--- config.mk ---
export PLATFORM = sky130hd
export DESIGN_NAME = bcd_display_scanner
export DESIGN_NICKNAME = d
export VERILOG_FILES = /design/src/rtl/bcd_disp_pkg.sv /design/src/rtl/bcd_to_7seg.sv /design/src/rtl/bcd_display_scanner.sv
export SDC_FILE = /design/constraint.sdc
export NUM_CORES = 1
export LEC_CHECK = 0
export ABC_AREA = 1
export ABC_CLOCK_PERIOD_IN_PS = 1800
export BUFFER_PORTS_ARGS = -buffer_cell sky130_fd_sc_hd__buf_2
export CORE_ASPECT_RATIO = 0.6
export CORE_MARGIN = 1.5
export CORE_UTILIZATION = 48
export DETAILED_ROUTE_END_ITERATION = 8
export PLACE_DENSITY = 0.75
export RECOVER_POWER = 25
export SYNTH_ARGS = -nofsm -noshare
export SYNTH_HDL_FRONTEND = slang
export SYNTH_SLANG_ARGS = --single-unit
--- constraint.sdc ---
create_clock -name clk -period 1.8 [get_ports clk]
set_input_delay 0.36 -clock clk [delete_from_list [all_inputs] [get_ports clk]]
set_output_delay 0.36 -clock clk [all_outputs]
set_load 0.02 [all_outputs]
--- src/rtl/bcd_disp_pkg.sv ---
// Shared definitions for the five-digit BCD display scanner: digit count,
// digit-index type and the active-low segment patterns ({g,f,e,d,c,b,a}).
package bcd_disp_pkg;

  localparam int NUM_DIGITS = 5;
  localparam int BCD_W      = 4 * NUM_DIGITS;

  typedef logic [2:0] digit_idx_t;

  localparam digit_idx_t LAST_IDX = digit_idx_t'(NUM_DIGITS - 1);

  // Active-low segment patterns, bit order {g,f,e,d,c,b,a}
  localparam logic [6:0] SEG_0     = 7'b1000000;
  localparam logic [6:0] SEG_1     = 7'b1111001;
  localparam logic [6:0] SEG_2     = 7'b0100100;
  localparam logic [6:0] SEG_3     = 7'b0110000;
  localparam logic [6:0] SEG_4     = 7'b0011001;
  localparam logic [6:0] SEG_5     = 7'b0010010;
  localparam logic [6:0] SEG_6     = 7'b0000010;
  localparam logic [6:0] SEG_7     = 7'b1111000;
  localparam logic [6:0] SEG_8     = 7'b0000000;
  localparam logic [6:0] SEG_9     = 7'b0010000;
  localparam logic [6:0] SEG_DASH  = 7'b0111111;
  localparam logic [6:0] SEG_BLANK = 7'b1111111;

endpackage

--- src/rtl/bcd_to_7seg.sv ---
// Combinational BCD nibble to active-low seven-segment decoder.
// Nibble values 10..15 are not BCD and show a dash.
module bcd_to_7seg
  import bcd_disp_pkg::*;
(
  input  logic [3:0] i_bcd,
  output logic [6:0] o_seg
);

  // Look up the segment pattern for one nibble
  always_comb begin
    // NOTE: every always_comb output gets a default first so no path can infer a latch.
    o_seg = SEG_DASH;
    case (i_bcd)
      4'd0:    o_seg = SEG_0;
      4'd1:    o_seg = SEG_1;
      4'd2:    o_seg = SEG_2;
      4'd3:    o_seg = SEG_3;
      4'd4:    o_seg = SEG_4;
      4'd5:    o_seg = SEG_5;
      4'd6:    o_seg = SEG_6;
      4'd7:    o_seg = SEG_7;
      4'd8:    o_seg = SEG_8;
      4'd9:    o_seg = SEG_9;
      default: o_seg = SEG_DASH;
    endcase
  end

endmodule

--- src/rtl/bcd_display_scanner.sv ---
// Time-multiplexed driver for a five-digit common-anode seven-segment display.
// Each digit is enabled for REFRESH_DIV clocks in turn (0..4); an/seg are
// registered and reflect the index and display register before each edge.
// Optional feature: define LEADING_ZERO_BLANK_EN to blank leading zeros on
// digits 1..4 (digit 0 always shows).
module bcd_display_scanner
  import bcd_disp_pkg::*;
#(
  parameter int REFRESH_DIV = 100000
) (
  input  logic              clk,
  input  logic              rst,
  input  logic [BCD_W-1:0]  bcd_in,
  input  logic              load,
  output logic [NUM_DIGITS-1:0] an,
  output logic [6:0]        seg
);

  localparam int              CNT_W    = (REFRESH_DIV > 1) ? $clog2(REFRESH_DIV) : 1;
  localparam logic [CNT_W-1:0] CNT_LAST = CNT_W'(REFRESH_DIV - 1);

  logic [BCD_W-1:0]      r_disp;
  logic [CNT_W-1:0]      r_cnt;
  digit_idx_t            r_idx;
  logic [NUM_DIGITS-1:0] r_an;
  logic [6:0]            r_seg;

  logic                  w_term;
  digit_idx_t            w_idx_next;
  logic [NUM_DIGITS-1:0] w_lz;
  logic [3:0]            w_nibble;
  logic                  w_blank;
  logic [6:0]            w_dec_seg;

  assign w_term     = (r_cnt == CNT_LAST);
  assign w_idx_next = (r_idx == LAST_IDX) ? '0 : r_idx + 1'b1;

  // w_lz[k] is set when digit k is a leading zero that should be blanked
`ifdef LEADING_ZERO_BLANK_EN
  assign w_lz = {r_disp[19:16] == 4'd0,
                 r_disp[19:12] == 8'd0,
                 r_disp[19:8]  == 12'd0,
                 r_disp[19:4]  == 16'd0,
                 1'b0};
`else
  assign w_lz = '0;
`endif

  // Select the nibble and blanking flag of the digit currently being scanned
  always_comb begin
    w_nibble = r_disp[3:0];
    w_blank  = 1'b0;
    case (r_idx)
      3'd1: begin w_nibble = r_disp[7:4];   w_blank = w_lz[1]; end
      3'd2: begin w_nibble = r_disp[11:8];  w_blank = w_lz[2]; end
      3'd3: begin w_nibble = r_disp[15:12]; w_blank = w_lz[3]; end
      3'd4: begin w_nibble = r_disp[19:16]; w_blank = w_lz[4]; end
      default: begin w_nibble = r_disp[3:0]; w_blank = 1'b0; end
    endcase
  end

  bcd_to_7seg u_dec (
    .i_bcd (w_nibble),
    .o_seg (w_dec_seg)
  );

  // Refresh counter and digit index; loads never disturb the scan phase
  always_ff @(posedge clk or posedge rst) begin
    if (rst) begin
      r_cnt <= '0;
      r_idx <= '0;
    end else if (w_term) begin
      // NOTE: sequential state uses non-blocking assignments so every register samples pre-edge values.
      r_cnt <= '0;
      r_idx <= w_idx_next;
    end else begin
      r_cnt <= r_cnt + 1'b1;
    end
  end

  // Display register: capture on load, otherwise hold
  always_ff @(posedge clk or posedge rst) begin
    if (rst)       r_disp <= '0;
    else if (load) r_disp <= bcd_in;
  end

  // Registered digit enable and segment drive, one cycle behind index/value
  always_ff @(posedge clk or posedge rst) begin
    if (rst) begin
      r_an  <= '1;
      r_seg <= SEG_BLANK;
    end else begin
      r_an  <= ~(NUM_DIGITS'(1) << r_idx);
      r_seg <= w_blank ? SEG_BLANK : w_dec_seg;
    end
  end

  assign an  = r_an;
  assign seg = r_seg;

endmodule

After elaboration in Yosys (flattened, before gate mapping)
Memory sizes are Yosys's and may differ from the RTL's. A register that Yosys moved wholly into a read port is not among the register bits.
Index checks and enable logic that the tools add are counted.
- memory bits (writable): 0
- bits in registers: 45
- memories: 1
- output and inout port bits: 12
- word-level logic and storage cells: 17
- ROM bits: 112
- bits in latches: 0
- magnitude comparators: 0
- shift-type cells: 1
- bitwise operators: 1
- $add $sub $neg: 2
- mux-type cells: 3
- reductions and logical operators: 0
- div/mod/pow operators: 0
- multipliers: 0
- equal/unequal tests: 5
- memories (memory ; depth ; bits a word ; rd ports ; clocked after memory_dff ; write ports ; line ; source):
    (no name shown) ; 16 ; 7 ; 1 ; 1 ; 0 ; bcd_to_7seg.sv:14 ; case (i_bcd)
- operator list (cell ; number):
    17-bit by 1-bit adder with 17-bit output, second input constant ; 1
    17-bit == test, second input constant ; 1
    17-bit two-way mux ; 1
    4-bit case mux with 4 select lines ; 1
    3-bit by 2-bit == test with 1-bit output, second input constant ; 2
    5-bit NOT ; 1
    1-bit by 3-bit << shifter with 5-bit output, first input constant ; 1
    3-bit by 1-bit adder with 3-bit output, second input constant ; 1
    3-bit by 1-bit == test with 1-bit output, second input constant ; 1
    3-bit == test, second input constant ; 1
    3-bit two-way mux ; 1

Depth between registers and ports, before layout
Gate-level depths: netlist (run 1).
- depth in word-level cells: 2
- gate-level depth with buffers: 16

Cells and area by module
A second synthesis (run 1) with hierarchy kept.
- cell total of the unflattened synthesis: 311
- area, all modules: 2655.0 um2
- by module, submodules not included (module ; cells an instance ; area each (um2) ; instances):
    bcd_display_scanner ; 276 ; 2468.6 ; 1
    bcd_to_7seg ; 35 ; 186.4 ; 1

Least setup slack after synthesis (run 1)
OpenSTA, ideal clock, no wires.
- kind: reg-to-reg
- start point: register r_idx[0]
- end point: register r_seg[3] (netlist: seg[3])
- setup time: 0.060 ns
- buffers on the path: 0
- stages on the path, launching flop included: 15
- arrival time: 1.762 ns
- period minus slack after synthesis: 1.822 ns
- setup slack: -0.022 ns
- cell sequence: dfrtp_1 inv_1 ha_1 o21ai_2 nand2_2 inv_2 nand2_1 nand2_2 inv_2 ha_1 inv_1 nand2_1 nand2_1 nand2_1 nand2_1
- longest elaborated chain between the ends: 2
- ends and longest elaborated chain (what ; line ; source):
    start, declared ; bcd_display_scanner.sv:24 ; digit_idx_t r_idx;
    start signal, assigned ; bcd_display_scanner.sv:75 ; r_idx <= w_idx_next;
    3-bit == test, or another cell as far along ; bcd_display_scanner.sv:53 ; case (r_idx)
    4-bit case mux with 4 select lines (*) ; bcd_display_scanner.sv:53 ;
    end, declared ; bcd_display_scanner.sv:26 ; logic [6:0] r_seg;
Every way passes the cells marked *; elsewhere a longest branch is shown, timed or not.
A chain may end at the register's enable or synchronous reset.

Worst setup path in the final report (run 1)
- start point: register r_idx[1]
- end point: register r_seg[3] (netlist: seg[3])
The elaborated chain is that of the path after synthesis.

==> flow_summary_export.csv, run 1 <==
group,metric,value,unit
synth,async_flop_share,100,%
power,p_seq_share,53.6,%
power,internal_power,1.80,mW
placement,hpwl,4120,µm
setup_path,cp-end-kind,"register",
timing,finClkSkew,9.10,ps
finish,fin_cells,417,
synth,netlist_instances,284,
power,p_per_area,714,mW/mm²
synth,syn_avg_cell_area,9.40,µm²
finish,multi_input_area,0.00129,mm²
drt,detail_route.wl_per_cell,13.7,µm
floorplanning,die_w,99.3,µm
clocking,cts-hold-fix-buffers,0,
setup_path,path_class,"register to register",
placement,postPlaceCellArea,0.00305,mm²
clocking,clockRootBuffer,"clkbuf_8",
clocking,clkTransAtPathRegs,100,ps
outcome,violations,"setup timing",
placement,io_buffers,34,
power,max-vdd-ir-drop,431,µV
power,clockPowerShare,33.3,%
timing,period_needed,1870,ps
timing,fin_ws,-65.1,ps
job,max-cap-violations,0,
drt,first_iter_violations,79,
finish,drive_above_1_share,42.7,%
grt,grt_antenna_before_repair,0,
setup_path,cp.required,2040,ps
synth,syn_nets,316,
finish,final_util,64.6,%
placement,pre_cts_slack,-80.1,ps
drt,drc,0,
power,switching_power,598,µW
timing,rsz0062_at_grt,"true",
setup_path,path_max_fanout,5,
timing,tightest_slew,807,ps
synth,ys.flop_type,"dfrtp_1",
drt,ant_nets,0,
floorplanning,dieArea,0.00603,mm²
floorplanning,io_pins,35,
grt,grt_usage,21.4,%
clocking,clockBufferDepth,2,
timing,finalSetupViolations,4,
setup_path,startpoint_type,"register",
timing,relSlewSlack,46.2,%
synth,synth-warning-count,0,
drt,dr.pass1.iters,4,
synth,netlist_area,0.00267,mm²
setup_path,crit_chain,"inv_2, ha_4, inv_2, nand2_2, o21ai_2, nand2_2, inv_2, nand2_2, nand2_4, inv_4, ha_4, inv_2, nand2_2, nand2_1, nand2_1, nand2_1",
placement,place_inst,398,
synth,yosysSeqAreaShare,49.3,%
drt,vias,2134,
drt,viasPerCell,5.12,
outcome,status,"finished with violations",
synth,synth_edf_count,0,
synth,synth_cell_types,33,
drt,routed_wl,5720,µm
placement,gp_congestion,0.844,
power,p_sw_share,24.9,%
timing,hold_viol,0,
grt,grt_pass1_vias,2051,
finish,antennaDiodeCount,0,
floorplanning,initial_core_util,51.3,%
synth,ys_ff_latch,52,
finish,seq_area,0.00132,mm²
power,finalPower,2.40,mW
setup_path,critical-path-max-stage-delay,430,ps
setup_path,path_buf_inv,5,
finish,syn_to_final_growth,25.9,%
floorplanning,coreArea,0.00520,mm²
finish,layout.nets,382,
floorplanning,rows,20,
grt,grt_max_degree,34,
clocking,clock_latency,310,ps
grt,grt_pass1_wl,9750,µm
floorplanning,fp.dieH,60.8,µm
timing,fin_crit_sh,104,%
clocking,clkSinkCount,52,
power,leakagePower,1.63,nW
min_path,hp-class,"primary input to asynchronous set/reset pin",
timing,hold_slack,176,ps
grt,grt_overflow,0,
finish,final_cell_area,0.00336,mm²
setup_path,crit_family,"simple AND/OR/NAND/NOR gates",
setup_path,cp.arrival,2100,ps
clocking,cts_made_buffers,5,
timing,slew_viol_final,0,
power,power_frac_comb,13.2,%
setup_path,worst_path_max_delay_cell,"dfrtp_1",
clocking,tritoncts,"built",
timing,fin_setup_tns,-140,ps
finish,fillers,405,
timing,fmax,0.536,GHz
clocking,cts_max_level,2,
## repair_timing
item                                    4_1_cts  5_1_grt
resized for setup                            20       10
pin swaps                                    14        7
setup buffers                                 7        4
endpoints found under the setup margin        5        7
## layer usage
layer | global-route usage [%] | wire length, µm
met5 | 0 | 0
met4 | 6.24 | 50
met3 | 6.22 | 246
met2 | 32.5 | 2400
met1 | 30.3 | 3030
## placed cells by master (no fill, tap or decap), drive strengths merged
cell    instances
nand2          71
buf            63
dfrtp          40
inv            38
nor2           23
nand3          23
o21ai          17
mux2           15
dfstp          12
xor2            9
nand4           9
ha              9
clkbuf          7
a21oi           4
nor3            3
clkinv          2
nor4            2
nand3b          1
or2             1
xnor2           1
bufinv          1
## kinds of logic after synthesis
kind of cell	synth area share (%)
AND/OR/NAND/NOR	25.4
flip-flops	49.3
buffers and inverters	6.94
AO/OA/AOI/OAI	4.50
multiplexers	6.33
XOR/XNOR	3.28
adder cells (fa/ha/maj)	4.22
## sequential cells by signal, indices dropped and copies added, names as in the netlist
signal and flops:
r_disp 20, r_cnt 17, seg 7, an 5, r_idx 3
## worst paths after layout
path	from	cells after the start	endpoint	slack, ps
worst min register to register	r_cnt[0]$_DFF_PP0_	1	r_cnt[0]$_DFF_PP0_	470
max in group asynchronous	rst	3	r_cnt[11]$_DFF_PP0_	370
worst max-delay path	r_idx[1]$_DFFE_PP0N_	16	seg[3]$_DFF_PP1_	-70
worst max register to register	r_idx[1]$_DFFE_PP0N_	16	seg[3]$_DFF_PP1_	-70
worst min-delay path	rst	2	r_disp[3]$_DFFE_PP0P_	180
min in group clk	bcd_in[7]	3	r_disp[7]$_DFFE_PP0P_	250
## power by group through the flow
stage / sequential, mW / combinational [mW] / clock (mW)
final: 1.28 / 0.316 / 0.798
after global routing: 1.29 / 0.349 / 0.857
after CTS: 1.29 / 0.299 / 0.798
after detailed placement: 1.31 / 0.283 / 0
after global placement: 1.30 / 0.271 / 0
after floorplan: 1.33 / 0.150 / 0
## synthesized netlist by cell type (2+ instances only)
library cell / number / area share [%]
a21oi_1: 3 / 0.56
buf_6: 2 / 0.84
clkbuf_1: 2 / 0.28
dfrtp_1: 40 / 37
dfstp_2: 12 / 12
ha_1: 9 / 4.2
inv_1: 33 / 4.6
inv_2: 4 / 0.56
mux2_2: 15 / 6.3
nand2_1: 60 / 8.4
nand2_2: 8 / 1.9
nand2_4: 3 / 1.3
nand3_1: 19 / 3.6
nand3_2: 4 / 1.5
nand4_1: 7 / 1.6
nand4_2: 2 / 0.94
nor2_1: 20 / 2.8
nor2_4: 2 / 0.84
nor3_1: 3 / 0.56
o21ai_0: 10 / 1.9
o21ai_1: 4 / 0.75
o21ai_2: 3 / 0.98
xor2_1: 9 / 3.0
## area by class of cell
class	count	area share (%)
well taps	66	2.46
inverters	39	4.54
clock inverters	2	1.04
repair buffers	64	12.4
clock buffers	6	2.16
flip-flops and latches	52	39.2
multi-input cells	188	38.3
(Power assumes the default switching activity.)
==> run 2: changes to the inputs <==
- ABC_CLOCK_PERIOD_IN_PS: 1800 -> 2300
- PLACE_DENSITY: 0.75 -> 0.72
- clock period: 1.8 -> 2.3 ns (I/O delays scaled with it)
==> flow_summary_export.csv, run 2 (synthesis results as in run 1) <==
group,metric,value,unit
floorplanning,dieArea,0.00603,mm²
drt,vias,1996,
drt,drc,0,
setup_path,cp.required,2560,ps
drt,routed_wl,5360,µm
placement,gp_congestion,0.936,
timing,rsz0062_at_grt,"false",
grt,grt_pass1_vias,1858,
floorplanning,die_w,99.3,µm
timing,fin_crit_sh,89.6,%
clocking,clkSinkCount,52,
clocking,cts-hold-fix-buffers,0,
timing,fin_setup_tns,0,ps
timing,fin_ws,239,ps
job,max-cap-violations,0,
setup_path,crit_family,"simple AND/OR/NAND/NOR gates",
finish,largest_reg_flops,20,
finish,syn_to_final_growth,12.4,%
finish,antennaDiodeCount,0,
grt,grt_pass1_wl,8910,µm
power,max-vdd-ir-drop,350,µV
setup_path,critical-path-max-stage-delay,400,ps
grt,grt_max_degree,30,
finish,final_util,57.6,%
timing,tightest_slew,895,ps
timing,hold_viol,0,
finish,seq_area,0.00132,mm²
grt,grt_overflow,0,
drt,ant_nets,0,
setup_path,path_class,"register to register",
setup_path,path_buf_inv,5,
power,p_per_area,609,mW/mm²
setup_path,cp-end-kind,"register",
min_path,hp-class,"primary input to asynchronous set/reset pin",
clocking,clkTransAtPathRegs,90,ps
timing,finalSetupViolations,0,
clocking,cts.repair.resized,0,
drt,first_iter_violations,161,
placement,postPlaceCellArea,0.00291,mm²
finish,drive_above_1_share,31.4,%
placement,io_buffers,34,
clocking,tritoncts,"built",
timing,period_needed,2060,ps
drt,detail_route.wl_per_cell,13.8,µm
clocking,post_cts_buffers,0,
timing,finClkSkew,3.02,ps
grt,grt_usage,19.7,%
finish,top_register,"r_disp",
setup_path,path_max_fanout,6,
setup_path,startpoint_type,"register",
timing,relSlewSlack,40.3,%
power,leakagePower,1.48,nW
finish,layout_commonest_cell,"nand2_1",
clocking,clockBufferDepth,2,
clocking,clockRootBuffer,"clkbuf_8",
clocking,cts_made_buffers,5,
floorplanning,coreArea,0.00520,mm²
grt,grt_antenna_before_repair,0,
clocking,cts_max_level,2,
drt,dr.pass1.iters,4,
floorplanning,fp.dieH,60.8,µm
timing,fmax,0.485,GHz
setup_path,crit_path_frequent_cell,"nand2_1",
floorplanning,initial_core_util,51.3,%
placement,hpwl,4050,µm
setup_path,crit_chain,"inv_1, ha_1, inv_1, nand2_1, o21ai_2, nand2_2, inv_2, nand2_1, nand2_2, inv_2, ha_1, inv_1, nand2_1, nand2_1, nand2_1, nand2_1",
finish,final_cell_area,0.00300,mm²
floorplanning,rows,20,
setup_path,worst_path_max_delay_cell,"dfrtp_1",
floorplanning,io_pins,35,
finish,fillers,467,
finish,layout_common_cells,"60 x nand2_1, 40 x dfrtp_1, 34 x buf_2",
clocking,clock_latency,310,ps
finish,layout.nets,353,
timing,hold_slack,332,ps
timing,slew_viol_final,0,
setup_path,cp.arrival,2320,ps
placement,pre_cts_slack,261,ps
drt,viasPerCell,5.14,
outcome,status,"finished, final reports clean",
finish,multi_input_area,0.00117,mm²
-- run 2: per-layer routing --
layer / track usage [%] / wire, µm / vias to the layer above
met5: 0 / 0 / -
met4: 7.65 / 60 / 0
met3: 4.72 / 446 / 5
met2: 28.4 / 2130 / 77
met1: 29.0 / 2730 / 927
li1: - / - / 987
-- run 2: power by group --
group          total, mW  switching, mW  internal, mW
Sequential          1.00         0.0235         0.980
Clock              0.621          0.297         0.323
Combinational      0.204          0.125        0.0791
Total               1.83          0.445          1.38
-- run 2: worst paths after layout --
kind | from | to | slack [ps] | cells after the start
setup / recovery | r_idx[0]$_DFFE_PP0N_ | seg[3]$_DFF_PP1_ | 240 | 16
hold / removal | rst | r_disp[3]$_DFFE_PP0P_ | 330 | 2
setup reg to reg | r_idx[0]$_DFFE_PP0N_ | seg[3]$_DFF_PP1_ | 240 | 16
hold reg to reg | r_cnt[0]$_DFF_PP0_ | r_cnt[0]$_DFF_PP0_ | 470 | 1
max in group asynchronous | rst | r_idx[0]$_DFFE_PP0N_ | 770 | 3
min in group clk | bcd_in[19] | r_disp[19]$_DFFE_PP0P_ | 360 | 3
-- run 2: cell type report --
class / instances / share of cell area [%]
Clock buffer: 6 / 2.42
Clock inverter: 2 / 1.17
Inverter: 39 / 5.00
Multi-Input combinational cell: 188 / 38.9
Sequential cell: 52 / 43.9
Tap cell: 66 / 2.75
Timing Repair Buffer: 35 / 5.84
-- run 2: per-stage QoR --
step	cells	total power, mW
floorplan	284	1.16
global placement	380	1.22
detailed placement	380	1.23
CTS	388	1.85
global route	388	1.92
finish	388	1.83
==> run 3: changes to the inputs <==
==> constraint.sdc (replaced) <==
create_clock -name clk -period 2.3 [get_ports clk]
set_input_delay 0.345 -clock clk [delete_from_list [all_inputs] [get_ports clk]]
set_output_delay 0.345 -clock clk [all_outputs]
set_load 0.02 [all_outputs]
==> flow_summary_export.csv, run 3 (synthesis results as in run 1) <==
group,metric,value,unit
outcome,status,"finished, final reports clean",
setup_path,path_buf_inv,4,
drt,first_iter_violations,114,
drt,top_layer,"met4",
drt,viasPerCell,5.21,
setup_path,startpoint_type,"register",
drt,routed_wl,5370,µm
floorplanning,rows,20,
drt,met1_length,2770,µm
min_path,min_from,"bcd_in[2]",
setup_path,cp.arrival,2310,ps
clocking,cts-hold-fix-buffers,0,
finish,layout_common_cells,"60 x nand2_1, 40 x dfrtp_1, 34 x buf_2",
timing,rsz0062_at_grt,"false",
clocking,tritoncts,"built",
finish,syn_to_final_growth,12.7,%
drt,vias,2022,
finish,layout_commonest_cell,"nand2_1",
timing,fin_ws,245,ps
setup_path,worst-path-stages,14,
placement,gp_congestion,0.887,
drt,ant_nets,0,
floorplanning,io_pins,35,
timing,fin_crit_sh,89.3,%
timing,tightest_slew,1220,ps
min_path,timing.hold.worst_path_depth,3,
drt,dr_wl_met3,433,µm
drt,met2_length,2110,µm
power,finalPower,1.84,mW
floorplanning,fp.dieH,60.8,µm
clocking,clockRootBuffer,"clkbuf_8",
drt,dr.pass1.iters,5,
grt,grt_pass1_wl,9100,µm
timing,period_needed,2050,ps
grt,grt_max_degree,53,
clocking,cts_max_level,2,
finish,layout.nets,353,
grt,grt_usage,20.2,%
setup_path,crit_chain,"inv_1, ha_1, o21ai_2, nand2_2, inv_2, nand2_1, nand2_2, inv_2, ha_1, inv_1, nand2_1, nand2_1, nand2_1, nand2_1",
setup_path,path_class,"register to register",
drt,drc,0,
setup_path,crit_path_frequent_cell,"nand2_1",
finish,top_register,"r_disp",
setup_path,r2r-end,"seg[3]$_DFF_PP1_",
placement,pre_cts_slack,287,ps
job,max-cap-violations,0,
setup_path,worst_path_max_delay_cell,"dfrtp_1",
finish,largest_reg_flops,20,
power,p_per_area,613,mW/mm²
setup_path,regToRegStartpoint,"r_idx[0]$_DFFE_PP0N_",
clocking,clkSinkCount,52,
timing,relSlewSlack,18.8,%
clocking,clockBufferDepth,2,
floorplanning,die_w,99.3,µm
clocking,post_cts_buffers,0,
min_path,hp-class,"primary input to register",
setup_path,crit_family,"adder cells",
grt,grt_pass1_vias,1856,
timing,finClkSkew,7.16,ps
clocking,cts_made_buffers,5,
grt,grt_antenna_before_repair,0,
floorplanning,coreArea,0.00520,mm²
timing,fin_setup_tns,0,ps
setup_path,cp-end-kind,"register",
clocking,clkTransAtPathRegs,90,ps
clocking,cts.repair.resized,0,
setup_path,critical-path-max-stage-delay,380,ps
placement,hpwl,4060,µm
clocking,clock_latency,300,ps
timing,slew_viol_final,0,
floorplanning,initial_core_util,51.3,%
drt,detail_route.wl_per_cell,13.8,µm
setup_path,rr_worst_depth,14,
timing,fmax,0.487,GHz
grt,grt_overflow,0,
setup_path,rrSetupSlack,250,ps
power,max-vdd-ir-drop,370,µV
min_path,whs_endpoint,"r_disp[2]$_DFFE_PP0P_",
finish,drive_above_1_share,31.4,%
power,leakagePower,1.49,nW
setup_path,path_max_fanout,6,
timing,finalSetupViolations,0,
placement,io_buffers,34,
setup_path,cp.required,2550,ps
finish,antennaDiodeCount,0,
timing,hold_viol,0,
floorplanning,dieArea,0.00603,mm²
==> run 3: power breakdown <==
part / switching [mW] / internal [mW]
combinational: 0.123 / 0.0789
sequential: 0.0256 / 0.980
clock: 0.286 / 0.350
==> run 3: how the worst max path moves through the flow <==
stage	startpoint	end	slack, ps
finish	r_idx[0]$_DFFE_PP0N_	seg[3]$_DFF_PP1_	250
global route	r_idx[0]$_DFFE_PP0N_	seg[3]$_DFF_PP1_	20
CTS	r_idx[0]$_DFFE_PP0N_	seg[3]$_DFF_PP1_	230
detailed placement	r_idx[0]$_DFFE_PP0N_	seg[3]$_DFF_PP1_	290
global placement	r_idx[2]$_DFFE_PP0N_	seg[5]$_DFF_PP1_	380
floorplan	r_idx[0]$_DFFE_PP0N_	seg[3]$_DFF_PP1_	480
==> run 3: layout make-up <==
cell class	instances	area (µm²)
timing repair buffer	35	175
inverter	39	150
clock inverter	2	33.8
multi-input combinational	188	1170
clock buffer	6	82.6
tap	66	82.6
fill	465	2200
sequential	52	1320
==> run 3: worst register-to-register path, delay by kind of cell (launching register included) <==
kind,cells,cell delay (ps)
adder cells (fa/ha/maj),2,560
buffers and inverters,4,330
flip-flops,1,380
AND/OR/NAND/NOR,7,520
AO/OA/AOI/OAI,1,220
==> run 3: metrics by stage <==
step	cells	util, %	instance area [µm²]	hold WS (ps)
6_report	388	57.8	3010	245
5_1_grt	388	57.8	3010	241
4_1_cts	388	57.9	3010	221
3_5_place_dp	380	55.6	2900	478
3_3_place_gp	380	55.6	2900	452
2_1_floorplan	284	-	2670	433
==> run 3: per-layer routing <==
| layer | vias up | GRT usage (%) |
|---|---|---|
| met1 | 961 | 30.6 |
| met5 | - | 0 |
| met4 | 0 | 4.23 |
| met3 | 5 | 5.76 |
| li1 | 978 | - |
| met2 | 78 | 28.8 |
